===== src/rtl/alu_pipe.sv =====
// alu_pipe: two-stage N-bit ALU with valid/ready handshakes on both sides.
// Define ALU_PIPE_SAT_EN to saturate ADD/SUB results on signed overflow.
module alu_pipe #(
  parameter int N   = 32,
  parameter int OPW = 3
) (
  input  logic           clk,
  input  logic           rst,
  input  logic           in_valid,
  output logic           in_ready,
  input  logic [N-1:0]   a,
  input  logic [N-1:0]   b,
  input  logic           c_in,
  input  logic [OPW-1:0] ALUOp,
  output logic           out_valid,
  input  logic           out_ready,
  output logic [N-1:0]   overall_out,
  output logic           c_out,
  output logic [3:0]     flags
);

  localparam logic [OPW-1:0] OP_MOV  = 3'b000;
  localparam logic [OPW-1:0] OP_NOT  = 3'b001;
  localparam logic [OPW-1:0] OP_ADD  = 3'b010;
  localparam logic [OPW-1:0] OP_SUB  = 3'b011;
  localparam logic [OPW-1:0] OP_OR   = 3'b100;
  localparam logic [OPW-1:0] OP_AND  = 3'b101;
  localparam logic [OPW-1:0] OP_SLT  = 3'b110;
  localparam logic [OPW-1:0] OP_SLTU = 3'b111;

  logic           s1_valid_q, s1_valid_d;
  logic [N-1:0]   a_q, a_d;
  logic [N-1:0]   b_q, b_d;
  logic           cin_q, cin_d;
  logic [OPW-1:0] op_q, op_d;

  logic           out_valid_q, out_valid_d;
  logic [N-1:0]   res_q, res_d;
  logic           cout_q, cout_d;
  logic [3:0]     flags_q, flags_d;

  logic           s1_load, s2_load;
  logic           sub, arith, ovf, cout, lt_s, lt_u;
  logic [N-1:0]   bx, res;
  logic [N:0]     sum;

  assign in_ready = !s1_valid_q || !out_valid_q || out_ready;
  assign s1_load  = in_valid && in_ready;
  assign s2_load  = s1_valid_q && (!out_valid_q || out_ready);

  // SUB reuses the adder as a + ~b + 1
  always_comb begin
    sub   = (op_q == OP_SUB);
    arith = (op_q == OP_ADD) || sub;
    bx    = sub ? ~b_q : b_q;
    sum   = {1'b0, a_q} + {1'b0, bx}
          + {{N{1'b0}}, (sub ? 1'b1 : cin_q)};
    ovf   = arith && (a_q[N-1] == bx[N-1])
                  && (sum[N-1] != a_q[N-1]);
    cout  = arith && sum[N];
    lt_s  = $signed(a_q) < $signed(b_q);
    lt_u  = a_q < b_q;
    res   = '0;
    case (op_q)
      OP_MOV:  res = a_q;
      OP_NOT:  res = ~a_q;
      OP_ADD:  res = sum[N-1:0];
      OP_SUB:  res = sum[N-1:0];
      OP_OR:   res = a_q | b_q;
      OP_AND:  res = a_q & b_q;
      OP_SLT:  res = {{(N-1){1'b0}}, lt_s};
      OP_SLTU: res = {{(N-1){1'b0}}, lt_u};
      default: res = '0;
    endcase
`ifdef ALU_PIPE_SAT_EN
    if (ovf) begin
      res = a_q[N-1] ? {1'b1, {(N-1){1'b0}}}
                     : {1'b0, {(N-1){1'b1}}};
    end
`endif
  end

  always_comb begin
    s1_valid_d  = s1_valid_q;
    a_d         = a_q;
    b_d         = b_q;
    cin_d       = cin_q;
    op_d        = op_q;
    out_valid_d = out_valid_q;
    res_d       = res_q;
    cout_d      = cout_q;
    flags_d     = flags_q;
    if (s2_load) begin
      s1_valid_d  = 1'b0;
      out_valid_d = 1'b1;
      res_d       = res;
      cout_d      = cout;
      flags_d     = {res[N-1], (res == '0), ovf, cout};
    end else if (out_ready) begin
      out_valid_d = 1'b0;
    end
    if (s1_load) begin
      s1_valid_d = 1'b1;
      a_d        = a;
      b_d        = b;
      cin_d      = c_in;
      op_d       = ALUOp;
    end
  end

  always_ff @(posedge clk) begin
    if (rst) begin
      s1_valid_q  <= 1'b0;
      a_q         <= '0;
      b_q         <= '0;
      cin_q       <= 1'b0;
      op_q        <= '0;
      out_valid_q <= 1'b0;
      res_q       <= '0;
      cout_q      <= 1'b0;
      flags_q     <= '0;
    end else begin
      s1_valid_q  <= s1_valid_d;
      a_q         <= a_d;
      b_q         <= b_d;
      cin_q       <= cin_d;
      op_q        <= op_d;
      out_valid_q <= out_valid_d;
      res_q       <= res_d;
      cout_q      <= cout_d;
      flags_q     <= flags_d;
    end
  end

  assign out_valid   = out_valid_q;
  assign overall_out = res_q;
  assign c_out       = cout_q;
  assign flags       = flags_q;

endmodule


===== config.mk =====
export PLATFORM = sky130hd
export DESIGN_NAME = alu_pipe
export DESIGN_NICKNAME = d
export VERILOG_FILES = /design/src/rtl/alu_pipe.sv
export SDC_FILE = /design/constraint.sdc
export NUM_CORES = 1
export LEC_CHECK = 0
export ABC_AREA = 1
export BUFFER_PORTS_ARGS = -buffer_cell sky130_fd_sc_hd__buf_2
export CORE_MARGIN = 4
export CORE_UTILIZATION = 60
export DETAILED_ROUTE_END_ITERATION = 6
export GPL_ROUTABILITY_DRIVEN = 0
export PLACE_DENSITY = 0.82
export SLEW_MARGIN = 10
export SYNTH_ARGS = -nofsm -noshare
export SYNTH_HDL_FRONTEND = slang
export SYNTH_SLANG_ARGS = --single-unit

===== constraint.sdc =====
create_clock -name clk -period 7.51 [get_ports clk]
set_input_delay 0.751 -clock clk [delete_from_list [all_inputs] [get_ports clk]]
set_output_delay 0.751 -clock clk [all_outputs]
set_load 0.01 [all_outputs]

==> impl_summary.md <==
Timing
The max-slew violation total from the final report is 0. The number of hold violations in the final report is 0. The final setup violation count is 0.

In the final timing run, aggregate negative setup slack is 0 ns. The routed design could run at a clock period as short as roughly 4.8 ns. The slew at the pin with the worst max-slew slack is between 1 and 1.5 ns. Setup repair after global routing left no endpoint under its margin. The final setup skew is 0.0144 ns. Timing would allow up to 210 MHz. The worst hold-check slack is around 0.47 ns. The worst pin sits at a relative slew slack of 0.209.

In the finished design, the share of the clock period the worst path needs comes to 0.635.

Power
The share of total power dissipated in the clock network is 0.287. The switching power total is 681 µW. Across the VDD grid, the largest voltage drop is roughly 0.14 mV. The total power after layout is 1710 µW. For this design the static power due to leakage is ~0.0053 µW. The design internal power is 1030 µW.

The cell area power density is 172 nW/µm². The part of the total power dissipated in combinational logic is 0.337. Of the total power, the share spent switching nets is 0.398. The relative contribution of sequential cells to total power is 0.376.

Routing
The detailed-route DRC error count is 1. The average wire length per cell after detail routing is between 15 and 20 µm. The routed via count is about 9,500. The detail route stage leaves a number of antenna-violating nets equal to 0.

The per-cell via count in the routed design is 5.74. The detailed-route wire length is about 27,000 µm. The iteration count of the initial detailed-routing pass is 7.

The initial detailed-routing violation count is approximately 790.

Synthesis
Counting flops and latches in the post-synthesis netlist gives 105. Counting instances in the post-synthesis netlist gives the leading cell types as sky130_fd_sc_hd__nand2_1 (311), sky130_fd_sc_hd__inv_1 (199), sky130_fd_sc_hd__a21oi_1 (153). The post-synthesis cell area is 9050 µm². The mean instance size in the synthesized netlist is roughly 6.5 µm². The number of nets in the synthesized netlist is 1,583.

The synthesized instance count is 1,384. Yosys mapped a number of flops with a built-in enable equal to 0. The cell taking the most area after synthesis is sky130_fd_sc_hd__dfxtp_1.

The number of warning messages in the yosys log is 0. The netlist uses 44 different library cells. In the synthesized netlist the async set-or-reset flop fraction comes to 0. Of the post-synthesis cell area, the dominant cell type holds 0.232.

The most used flip-flop cell after synthesis is sky130_fd_sc_hd__dfxtp_1. In the post-synthesis netlist, the biggest area contributors are sky130_fd_sc_hd__dfxtp_1 (23%), sky130_fd_sc_hd__ha_1 (17%), sky130_fd_sc_hd__nand2_1 (13%). The share of the Yosys chip area taken by registers is 0.232. The most instantiated library cell after synthesis is sky130_fd_sc_hd__nand2_1.

GRT
For this run the aggregate overflow at the end of global routing stands at 0. The via count of the first global-routing pass came to 8,850. The number of antenna violations at the first check in global routing came to 0. The largest net degree at the start of global routing is 80. The global-route wire length before repair is 43,700 µm. The all-layer global routing usage is 0.323.

Setup path
The arrival time of data at the critical path endpoint is 5.08 ns. Along the worst path, the maximum fanout reaches 33. Setup slack on the worst reg-to-reg path comes out at 2.74 ns. Among all stages on the critical path, the largest delay is contributed by sky130_fd_sc_hd__nor2_4.

The startpoint of the lowest-slack register-to-register path is op_q[1]. Counting both buffers and inverters, the worst setup path holds a total of 5. The required time at the worst-slack endpoint is between 7 and 8 ns. The signal on the critical path passes through inv_2 -> nor2_2 -> buf_4 -> inv_2 -> nor2_4 -> xor2_1 -> fa_1 -> inv_1 -> fa_1 -> inv_1 -> nand3_1 -> nand3_1 -> nand2_1 -> nand3_1 -> nand2_1 -> nand2_1 -> o21ai_0 -> nand2_1 -> o21ai_0 -> nand3_1 -> nor2_1 -> nand3_1 -> a21oi_2. The capture instance of the worst register-to-register path is flags[2]. The delay of the slowest cell on the worst path is ~0.93 ns. The worst-case reg-to-reg path depth is 23. The cell type with the highest occurrence count on the critical path is sky130_fd_sc_hd__nand3_1. The endpoint type of the worst setup path is a flop.

The worst setup path is launched from a flop. The largest delay contributor family on the critical path is simple AND/OR/NAND/NOR gates. The worst setup path is of the reg -> reg kind.

Clock network
CTS built an H-tree with a depth of 3. Clock tree synthesis found a total of 105 sinks. The tree is rooted in a sky130_fd_sc_hd__clkbuf_16. The buffer levels on the longest clock path is 2. The clock latency reported for the late side of the worst-skew pair is ~0.37 ns. The number of hold buffers added after cts is 0.

The CTS tree is yes. The count of buffers added by post-CTS timing repair for setup is 0. The post-cts repair resize count is 0.

Clock-pin slew was measured on the worst setup and hold paths at 0.08 ns. Counting the buffers created by CTS gives 9.

Layout
The layout net count is 1,659. The number of diodes added for antenna fixing is 0. The proportion of layout cells with a drive suffix above 1 is 0.115.

From synthesis to final layout, the design area changed by 9.81%. Summing all non-filler instances in the final layout gives an area of between 9000 and 10,000 µm². The filler cell count in the final layout is 1,308.

Min path
The startpoint identified for the worst hold timing path is flags[1]. The class of the tightest hold or removal check is reg -> reg. The cell depth of the worst hold path is 2. The terminating pin of the worst hold path is flags[1].

Floorplan
The area enclosed by the die boundary is 17,100 µm². The core box area is 14,600 µm². The cell row count is 44.

Measured along the x axis, the die boundary spans 131 µm. The initial standard-cell utilization of the core is 0.618. 111 I/O pins were placed.

The overall die height is 131 µm.

Placement
In this run the tool buffered the top-level ports with 110 buffer cells. Detailed placement finished with a half-perimeter wire length of 20,800 µm. Summing all placed instances gives a cell area of 9640 µm².

Status
The flow ran to the end, but the final reports show violations. The checks that failed: DRC.

Flow run
Across the run, the number of max-cap violations was 0.
-- cells by family after synthesis --
logic type / count (synthesis) / synth area share
AO/OA/AOI/OAI: 335 / 0.202
XOR/XNOR: 32 / 0.0310
adder cells (fa/ha/maj): 127 / 0.177
buffers and inverters: 258 / 0.114
flip-flops: 105 / 0.232
AND/OR/NAND/NOR: 527 / 0.243
-- power groups by stage --
| stage | Clock [µW] | Sequential (µW) | Combinational (µW) |
|---|---|---|---|
| final | 491 | 643 | 577 |
| after global routing | 520 | 649 | 645 |
| after CTS | 494 | 642 | 562 |
| after detailed placement | 0 | 654 | 557 |
| after floorplan | 0 | 648 | 393 |
| after global placement | 0 | 654 | 544 |
-- worst min-delay path: cells and delay by family, from the launching register on --
kind             cells  cell delay [ns]
AND/OR/NAND/NOR      1             0.06
AO/OA/AOI/OAI        1             0.06
flip-flops           1             0.31
-- registers in the layout, indices dropped and copies added (netlist names) --
name and flops:
a_q 32, b_q 32, overall_out 32, flags 3
op_q 3, cin_q 1, out_valid 1, s1_valid_q 1
-- cells in the final DEF, fill, tap and decap left out, types with 2 or more instances in the layout --
cell                          n
sky130_fd_sc_hd__nand2_1    311
sky130_fd_sc_hd__inv_1      198
sky130_fd_sc_hd__a21oi_1    153
sky130_fd_sc_hd__o21ai_0    137
sky130_fd_sc_hd__ha_1       125
sky130_fd_sc_hd__buf_2      110
sky130_fd_sc_hd__dfxtp_1    105
sky130_fd_sc_hd__nor2_1     101
sky130_fd_sc_hd__nand3_1     60
sky130_fd_sc_hd__xor2_1      32
sky130_fd_sc_hd__nor3_1      13
sky130_fd_sc_hd__a211oi_1    13
sky130_fd_sc_hd__a221oi_1    10
sky130_fd_sc_hd__clkbuf_16    9
sky130_fd_sc_hd__or2_2        8
sky130_fd_sc_hd__inv_2        6
sky130_fd_sc_hd__nand4_1      6
sky130_fd_sc_hd__nand3b_1     6
sky130_fd_sc_hd__buf_4        6
sky130_fd_sc_hd__o21ai_1      5
sky130_fd_sc_hd__nand2_2      4
sky130_fd_sc_hd__o21bai_1     4
sky130_fd_sc_hd__a221oi_2     4
sky130_fd_sc_hd__nor2_2       3
sky130_fd_sc_hd__nor4_1       3
sky130_fd_sc_hd__inv_6        3
sky130_fd_sc_hd__inv_4        2
sky130_fd_sc_hd__nor2_4       2
sky130_fd_sc_hd__nand2_4      2
sky130_fd_sc_hd__and3_1       2
sky130_fd_sc_hd__and2_1       2
sky130_fd_sc_hd__a31oi_1      2
sky130_fd_sc_hd__a22oi_1      2
sky130_fd_sc_hd__fa_1         2
sky130_fd_sc_hd__clkinv_8     2
-- worst max path at each step --
stage	start	endpoint	cells after the start
floorplan	op_q[1]	flags[2]	24
global placement	op_q[1]	flags[2]	24
detailed placement	op_q[1]	flags[2]	23
CTS	op_q[1]	flags[2]	23
global route	op_q[1]	flags[2]	23
finish	op_q[1]	flags[2]	23
-- layer usage --
| layer | up-vias | GRT usage | routed length, µm |
|---|---|---|---|
| li1 | 4643 | - | - |
| met1 | 4260 | 0.447 | 11800 |
| met2 | 501 | 0.497 | 11700 |
| met3 | 63 | 0.0825 | 3110 |
| met4 | 0 | 0.0932 | 556 |
| met5 | - | 0 | 0 |
-- layout make-up --
cell class              count  area [µm²]  share of cell area
clock inverters             6        70.1             0.00705
multi-input cells        1021        5920               0.596
clock buffers              10         229              0.0230
repair buffers            116         596              0.0599
well taps                 184         230              0.0232
inverters                 207         783              0.0788
flip-flops and latches    105        2100               0.212
-- stage by stage --
step | cells | worst slack, ns | util
floorplan | 1384 | 4.00 | -
global placement | 1633 | 3.03 | 0.658
detailed placement | 1633 | 2.90 | 0.658
CTS | 1649 | 2.87 | 0.678
global route | 1649 | 2.30 | 0.678
finish | 1649 | 2.74 | 0.678
No activity file was read; power rests on OpenSTA's default activity.
